===== src/rtl/regfile_writeback_buffer_if.sv =====
// Bundle of producer, commit, read-forwarding and status signals around the writeback buffer.
// No logic or latency of its own; carries signals only.
// Backpressure: in_ready (slave -> master) holds off producers.
interface regfile_writeback_buffer_if #(
  parameter int DEPTH  = 4,
  parameter int DATA_W = 16,
  parameter int ADDR_W = 2
);
  localparam int CNT_W = $clog2(DEPTH) + 1;

  // producer side
  logic              in_valid;
  logic              in_ready;
  logic [ADDR_W-1:0] in_reg;
  logic [DATA_W-1:0] in_data;
  // commit side
  logic              drain_en;
  logic [ADDR_W-1:0] WR;
  logic [DATA_W-1:0] WD;
  logic              RegWrite;
  // read path
  logic [ADDR_W-1:0] RR1;
  logic [ADDR_W-1:0] RR2;
  logic [DATA_W-1:0] rf_rd1;
  logic [DATA_W-1:0] rf_rd2;
  logic [DATA_W-1:0] RD1;
  logic [DATA_W-1:0] RD2;
  // status
  logic [CNT_W-1:0]  count;
  logic              empty;
  logic              full;

  // buffer side
  modport slave (
    input  in_valid, in_reg, in_data, drain_en, RR1, RR2, rf_rd1, rf_rd2,
    output in_ready, WR, WD, RegWrite, RD1, RD2, count, empty, full
  );

  // producer / register-file side
  modport master (
    output in_valid, in_reg, in_data, drain_en, RR1, RR2, rf_rd1, rf_rd2,
    input  in_ready, WR, WD, RegWrite, RD1, RD2, count, empty, full
  );
endinterface


===== src/rtl/regfile_writeback_buffer.sv =====
// In-order writeback FIFO in front of the register file, with read forwarding of pending results.
// Latency: a result enqueued at posedge N is presented for commit (RegWrite) during cycle N+1.
// Backpressure: in_ready = !full, independent of in_valid; a same-cycle pop does not reopen it.
module regfile_writeback_buffer #(
  parameter int DEPTH  = 4,
  parameter int DATA_W = 16,
  parameter int ADDR_W = 2
) (
  input  logic                        clock,
  input  logic                        reset,
  regfile_writeback_buffer_if.slave   bus
);
  localparam int PTR_W = $clog2(DEPTH);
  localparam int CNT_W = PTR_W + 1;

  typedef struct packed {
    logic [ADDR_W-1:0] rg;
    logic [DATA_W-1:0] dat;
  } entry_t;

  entry_t             r_mem [DEPTH];
  logic [PTR_W-1:0]   r_wr_ptr;
  logic [PTR_W-1:0]   r_rd_ptr;
  logic [CNT_W-1:0]   r_count;

  logic               w_empty;
  logic               w_full;
  logic               w_push;
  logic               w_pop;
  entry_t             w_head;
  logic [PTR_W-1:0]   w_idx;
  logic [DATA_W-1:0]  w_rd1;
  logic [DATA_W-1:0]  w_rd2;

  assign w_empty = (r_count == '0);
  assign w_full  = (r_count == CNT_W'(DEPTH));
  // Register 0 is hardwired: such results are accepted but dropped.
  assign w_push  = bus.in_valid && !w_full && (bus.in_reg != '0);
  // Reset discards pending entries, so nothing commits during a reset cycle.
  assign w_pop   = !w_empty && bus.drain_en && !reset;
  assign w_head  = r_mem[r_rd_ptr];

  assign bus.in_ready = !w_full;
  assign bus.RegWrite = w_pop;
  assign bus.WR       = w_empty ? '0 : w_head.rg;
  assign bus.WD       = w_empty ? '0 : w_head.dat;
  assign bus.count    = r_count;
  assign bus.empty    = w_empty;
  assign bus.full     = w_full;
  assign bus.RD1      = w_rd1;
  assign bus.RD2      = w_rd2;

  // FIFO state: pointers, occupancy and entry storage.
  always_ff @(posedge clock) begin
    if (reset) begin
      r_wr_ptr <= '0;
      r_rd_ptr <= '0;
      r_count  <= '0;
    end else begin
      if (w_push) begin
        r_mem[r_wr_ptr] <= '{rg: bus.in_reg, dat: bus.in_data};
        r_wr_ptr        <= r_wr_ptr + PTR_W'(1);
      end
      if (w_pop) begin
        r_rd_ptr <= r_rd_ptr + PTR_W'(1);
      end
      case ({w_push, w_pop})
        2'b10:   r_count <= r_count + CNT_W'(1);
        2'b01:   r_count <= r_count - CNT_W'(1);
        default: r_count <= r_count;
      endcase
    end
  end

  // Forwarding: walk entries oldest to newest so the newest match wins; head included.
  always_comb begin
    w_rd1 = bus.rf_rd1;
    w_rd2 = bus.rf_rd2;
    w_idx = '0;
    for (int i = 0; i < DEPTH; i++) begin
      w_idx = r_rd_ptr + PTR_W'(i);
      if (CNT_W'(i) < r_count) begin
        if ((bus.RR1 != '0) && (r_mem[w_idx].rg == bus.RR1)) begin
          w_rd1 = r_mem[w_idx].dat;
        end
        if ((bus.RR2 != '0) && (r_mem[w_idx].rg == bus.RR2)) begin
          w_rd2 = r_mem[w_idx].dat;
        end
      end
    end
  end
endmodule


===== src/flat_wrapper.sv =====
// flat-port wrapper written by rule: the top's interface ports become plain ports
module regfile_writeback_buffer_flat 
#(
  parameter int DEPTH  = 4,
  parameter int DATA_W = 16,
  parameter int ADDR_W = 2
)
  (clock, reset, bus_in_valid, bus_in_reg, bus_in_data, bus_drain_en, bus_RR1, bus_RR2, bus_rf_rd1, bus_rf_rd2, bus_in_ready, bus_WR, bus_WD, bus_RegWrite, bus_RD1, bus_RD2, bus_count, bus_empty, bus_full);
  regfile_writeback_buffer_if #(.DEPTH(DEPTH), .DATA_W(DATA_W), .ADDR_W(ADDR_W)) bus_i ();
  input  logic clock;
  input  logic reset;
  input wire logic [$bits(bus_i.in_valid)-1:0] bus_in_valid;
  input wire logic [$bits(bus_i.in_reg)-1:0] bus_in_reg;
  input wire logic [$bits(bus_i.in_data)-1:0] bus_in_data;
  input wire logic [$bits(bus_i.drain_en)-1:0] bus_drain_en;
  input wire logic [$bits(bus_i.RR1)-1:0] bus_RR1;
  input wire logic [$bits(bus_i.RR2)-1:0] bus_RR2;
  input wire logic [$bits(bus_i.rf_rd1)-1:0] bus_rf_rd1;
  input wire logic [$bits(bus_i.rf_rd2)-1:0] bus_rf_rd2;
  output wire logic [$bits(bus_i.in_ready)-1:0] bus_in_ready;
  output wire logic [$bits(bus_i.WR)-1:0] bus_WR;
  output wire logic [$bits(bus_i.WD)-1:0] bus_WD;
  output wire logic [$bits(bus_i.RegWrite)-1:0] bus_RegWrite;
  output wire logic [$bits(bus_i.RD1)-1:0] bus_RD1;
  output wire logic [$bits(bus_i.RD2)-1:0] bus_RD2;
  output wire logic [$bits(bus_i.count)-1:0] bus_count;
  output wire logic [$bits(bus_i.empty)-1:0] bus_empty;
  output wire logic [$bits(bus_i.full)-1:0] bus_full;
  assign bus_i.in_valid = bus_in_valid;
  assign bus_i.in_reg = bus_in_reg;
  assign bus_i.in_data = bus_in_data;
  assign bus_i.drain_en = bus_drain_en;
  assign bus_i.RR1 = bus_RR1;
  assign bus_i.RR2 = bus_RR2;
  assign bus_i.rf_rd1 = bus_rf_rd1;
  assign bus_i.rf_rd2 = bus_rf_rd2;
  assign bus_in_ready = bus_i.in_ready;
  assign bus_WR = bus_i.WR;
  assign bus_WD = bus_i.WD;
  assign bus_RegWrite = bus_i.RegWrite;
  assign bus_RD1 = bus_i.RD1;
  assign bus_RD2 = bus_i.RD2;
  assign bus_count = bus_i.count;
  assign bus_empty = bus_i.empty;
  assign bus_full = bus_i.full;
  regfile_writeback_buffer #(.DEPTH(DEPTH), .DATA_W(DATA_W), .ADDR_W(ADDR_W)) u_core (.clock(clock), .reset(reset), .bus(bus_i));
endmodule

===== config.mk =====
export PLATFORM = sky130hd
export DESIGN_NAME = regfile_writeback_buffer_flat
export DESIGN_NICKNAME = d
export VERILOG_FILES = /design/src/rtl/regfile_writeback_buffer_if.sv /design/src/rtl/regfile_writeback_buffer.sv /design/src/flat_wrapper.sv
export SDC_FILE = /design/constraint.sdc
export NUM_CORES = 1
export LEC_CHECK = 0
export BUFFER_PORTS_ARGS = -buffer_cell sky130_fd_sc_hd__buf_2
export CORE_MARGIN = 8
export CORE_UTILIZATION = 25
export CTS_BUF_LIST = sky130_fd_sc_hd__clkbuf_4
export CTS_CLUSTER_DIAMETER = 150
export DETAILED_ROUTE_END_ITERATION = 16
export SLEW_MARGIN = 20
export SYNTH_ARGS = -nofsm -noshare
export SYNTH_HDL_FRONTEND = slang
export SYNTH_SLANG_ARGS = --single-unit

===== constraint.sdc =====
create_clock -name clock -period 2.9 [get_ports clock]
set_clock_uncertainty 0.1 [all_clocks]
set_input_delay 0 -clock clock [delete_from_list [all_inputs] [get_ports clock]]
set_output_delay 0 -clock clock [all_outputs]
set_load 0.01 [all_outputs]

==> impl_metrics.env <==
export IMPL_post_synth_cell_area_avg_um2=12.3
export IMPL_portion_of_total_power_attributed_to_combinational_logic=0.483
export IMPL_rsz0062_at_grt="yes"
export IMPL_switching_power_mw=1.52
export IMPL_synth_fp_nets=563
export IMPL_drc=0
export IMPL_synth_yosys_seq_area_share=0.385
export IMPL_cts_htree_levels=3
export IMPL_power_frac_clock=0.170
export IMPL_synth_cells=496
export IMPL_first_global_vias=4699
export IMPL_route_top_layer_used="met5"
export IMPL_met3WireLength_um=1020
export IMPL_path_depth=7
export IMPL_cts_buffer_depth=2
export IMPL_avgViaCountPerCell=4.87
export IMPL_worst_r2r_path_depth=7
export IMPL_layout_setup_ws_ps=-5.36
export IMPL_drive_gt1_frac=0.409
export IMPL_post_route_cell_area_um2=7690
export IMPL_grt_overflow_total=0
export IMPL_status="finished with violations"
export IMPL_hold_end="u_core.r_mem[1][7]$_DFFE_PP_"
export IMPL_asyncSetResetFlopFracSynth=0
export IMPL_internal_power_mw=2.45
export IMPL_dpl_worst_slack_ps=172
export IMPL_synth_edf_count=72
export IMPL_timing_final_max_slew_violations=0
export IMPL_worst_ep_arrival_time_ps=2810
export IMPL_critPathLaunchType="register"
export IMPL_tritoncts_clock_tree="yes"
export IMPL_dr_pass1_iters=4
export IMPL_dieWidth_um=172
export IMPL_synth_cell_area_um2=6090
export IMPL_mostFrequentLayoutCell="sky130_fd_sc_hd__buf_2"
export IMPL_report_final_hold_viol_count=0
export IMPL_critical_path_max_stage_delay_ps=550
export IMPL_worst_path_max_delay_cell="sky130_fd_sc_hd__mux4_2"
export IMPL_starting_density_of_the_core=0.253
export IMPL_top_level_ports=115
export IMPL_route_detailed_wl_per_inst_um=18.7
export IMPL_netlist_top_cell_by_area="sky130_fd_sc_hd__edfxtp_1"
export IMPL_max_freq_mhz=344
export IMPL_ys_seq_elements=81
export IMPL_synth_ff_type="sky130_fd_sc_hd__edfxtp_1"
export IMPL_crit_buf_inv=1
export IMPL_p_leak_nw=2.90
export IMPL_sequentialPowerShare=0.347
export IMPL_final_nets=710
export IMPL_crit_required_ps=2800
export IMPL_grt_first_pass_wirelength_um=27200
export IMPL_cpLargestDelayFamily="compound AO/OA/AOI/OAI gates"
export IMPL_clockRootBuffer="sky130_fd_sc_hd__clkbuf_4"
export IMPL_cts_made_buffers=9
export IMPL_timing_hold_worst_path_depth=2
export IMPL_most_frequent_cells_in_the_layout="sky130_fd_sc_hd__buf_2, sky130_fd_sc_hd__mux2i_1, sky130_fd_sc_hd__edfxtp_1, sky130_fd_sc_hd__nor2_1, sky130_fd_sc_hd__a21oi_1"
export IMPL_port_buffers=114
export IMPL_met1_length_um=7440
export IMPL_worst_slew_slack_as_a_fraction_of_its_limit=0.431
export IMPL_number_of_antenna_violations_at_the_first_check_in_global_routing=7
export IMPL_drt_initial_drc_count=257
export IMPL_number_of_distinct_standard_cells_referenced_by_the_synthesized_netlist=47
export IMPL_design_power_total_mw=3.97
export IMPL_grt_max_degree=71
export IMPL_r2r_start="u_core.bus.count[0]$_SDFFE_PP0P_"
export IMPL_routed_wl_met2_um=9280
export IMPL_failed_checks="negative setup slack"
export IMPL_die_y_um=172
export IMPL_setup_viol=1
export IMPL_worstSkewPairLatency_ps=440
export IMPL_timing_max_cap_violations=0
export IMPL_timing_final_crit_share=1.00
export IMPL_clock_slew_seen_by_the_registers_of_the_worst_setup_and_hold_paths_ps=140
export IMPL_vdd_ir_drop_worst_mv=0.198
export IMPL_terminus_of_the_critical_flop_to_flop_path="u_core.r_mem[1][4]$_DFFE_PP_"
export IMPL_placed_cell_area_um2=6990
export IMPL_design_die_area_um2=29600
export IMPL_hold_path_startpoint="bus_in_data[7]"
export IMPL_fin_util=0.319
export IMPL_post_synth_main_area_contributors="sky130_fd_sc_hd__edfxtp_1, sky130_fd_sc_hd__mux2i_1, sky130_fd_sc_hd__mux4_2"
export IMPL_setup_worst_path_end_class="primary output"
export IMPL_clock_sinks=81
export IMPL_synth_warning_count=0
export IMPL_design_core_area_um2=24100
export IMPL_gpl_final_weighted_congestion=0.852
export IMPL_dpl_hpwl_um=13700
export IMPL_path_class="reg -> out"
export IMPL_worst_pin_slew_ps=854
export IMPL_hold_class="in -> reg"
export IMPL_totalWireLength_um=18200
export IMPL_route_vias_total=4736
export IMPL_period_minus_slack_ps=2910
export IMPL_groute_usage_overall=0.120
export IMPL_drt_antenna_violating_nets=0
export IMPL_layout_area_overhead_vs_synth_pct=26.3
export IMPL_worstPathMaxFanout=8
export IMPL_fp_row_count=57
export IMPL_synth_top_cell_area_share=0.355
export IMPL_power_density_nw_per_um2=516
export IMPL_cp_cell_sequence="mux4_2, and4b_1, a41oi_4, nand2b_4, o22ai_1, a221oi_4, buf_2"
export IMPL_reg2reg_setup_slack_ps=550
export IMPL_power_switching_share=0.382
-- timing repair --
item,CTS,global route
hold endpoints to repair,81,0
gates resized for setup,18,9
setup buffers,17,5
endpoints found under the setup margin,32,32
hold buffers,22,0
pin swaps,6,4
cloned,1,0
-- worst reg2reg max path, delay by kind of cell, from the launching register on --
| kind | cells | cell delay, ps |
|---|---|---|
| flip-flops | 1 | 550 |
| AND/OR/NAND/NOR | 3 | 470 |
| buffers and inverters | 2 | 410 |
| adder cells (fa/ha/maj) | 1 | 240 |
| AO/OA/AOI/OAI | 1 | 230 |
-- cell families after synthesis --
kind of cell / Yosys count / synth area share
DFF: 81 / 0.385
AOI/OAI and AO/OA: 110 / 0.159
buffers and inverters: 49 / 0.0516
muxes: 144 / 0.284
and+or+nand+nor: 88 / 0.0773
xor gates and xnor gates: 15 / 0.0240
adders and majority gates: 9 / 0.0185
-- power by group through the flow --
stage | sequential [mW] | combinational, mW | clock [mW]
floorplan | 1.37 | 1.27 | 0
global placement | 1.41 | 1.77 | 0
detailed placement | 1.41 | 1.77 | 0
CTS | 1.38 | 1.91 | 0.700
global route | 1.38 | 2.08 | 0.740
finish | 1.38 | 1.92 | 0.676
-- worst max-delay path by stage --
stage / slack (ps) / start / end
after detailed placement: 170 / u_core.r_rd_ptr[1]$_SDFFE_PP0P_ / bus_RD1[1]
after global routing: -100 / u_core.r_mem[1][16]$_DFFE_PP_ / bus_RD1[13]
after CTS: -30 / u_core.r_mem[3][17]$_DFFE_PP_ / bus_RD2[13]
final: -5 / u_core.r_mem[1][16]$_DFFE_PP_ / bus_RD1[13]
after global placement: 190 / u_core.r_rd_ptr[1]$_SDFFE_PP0P_ / bus_RD1[1]
after floorplan: 540 / u_core.bus.count[0]$_SDFFE_PP0P_ / u_core.bus.count[2]$_SDFFE_PP0P_
-- area by class of cell --
class / count / area [um2]
tap: 324 / 405
multi-input combinational: 367 / 3560
antenna: 1 / 2.50
inverter: 6 / 22.5
fill: 2471 / 16400
clock buffer: 9 / 67.6
clock inverter: 7 / 76.3
sequential: 81 / 2350
timing repair buffer: 178 / 1210
-- routing by layer --
| metal | vias up | track usage |
|---|---|---|
| met5 | - | 0 |
| met4 | 12 | 0.0446 |
| met3 | 37 | 0.0233 |
| met2 | 112 | 0.214 |
| met1 | 2312 | 0.141 |
| li1 | 2263 | - |
-- cell usage after synthesis (6+ instances only) --
cell                       number
sky130_fd_sc_hd__a21oi_1       33
sky130_fd_sc_hd__mux2i_1      104
sky130_fd_sc_hd__a221oi_2      22
sky130_fd_sc_hd__mux4_2        21
sky130_fd_sc_hd__dfxtp_1        9
sky130_fd_sc_hd__clkbuf_1      13
sky130_fd_sc_hd__edfxtp_1      72
sky130_fd_sc_hd__ha_1           9
sky130_fd_sc_hd__buf_6          9
sky130_fd_sc_hd__a221oi_1      10
sky130_fd_sc_hd__o22ai_1       32
sky130_fd_sc_hd__nor2_1        45
sky130_fd_sc_hd__and2_1        21
sky130_fd_sc_hd__inv_1          6
sky130_fd_sc_hd__buf_2         10
sky130_fd_sc_hd__xor2_1         8
sky130_fd_sc_hd__mux2_2        18
-- flip-flops by register name, indices dropped and copies added (netlist names), named ones only --
name              count
u_core.r_mem         72
u_core.bus.count      3
u_core.r_rd_ptr       2
u_core.r_wr_ptr       2
-- stage by stage --
step / std cells / setup TNS, ps / hold WS [ps]
final: 973 / -5.36 / 206
after global routing: 973 / -2280 / 189
after CTS: 967 / -206 / 170
after detailed placement: 911 / 0 / 118
after global placement: 911 / 0 / 120
after floorplan: 496 / 0 / -1.13
(Power assumes the default switching activity.)
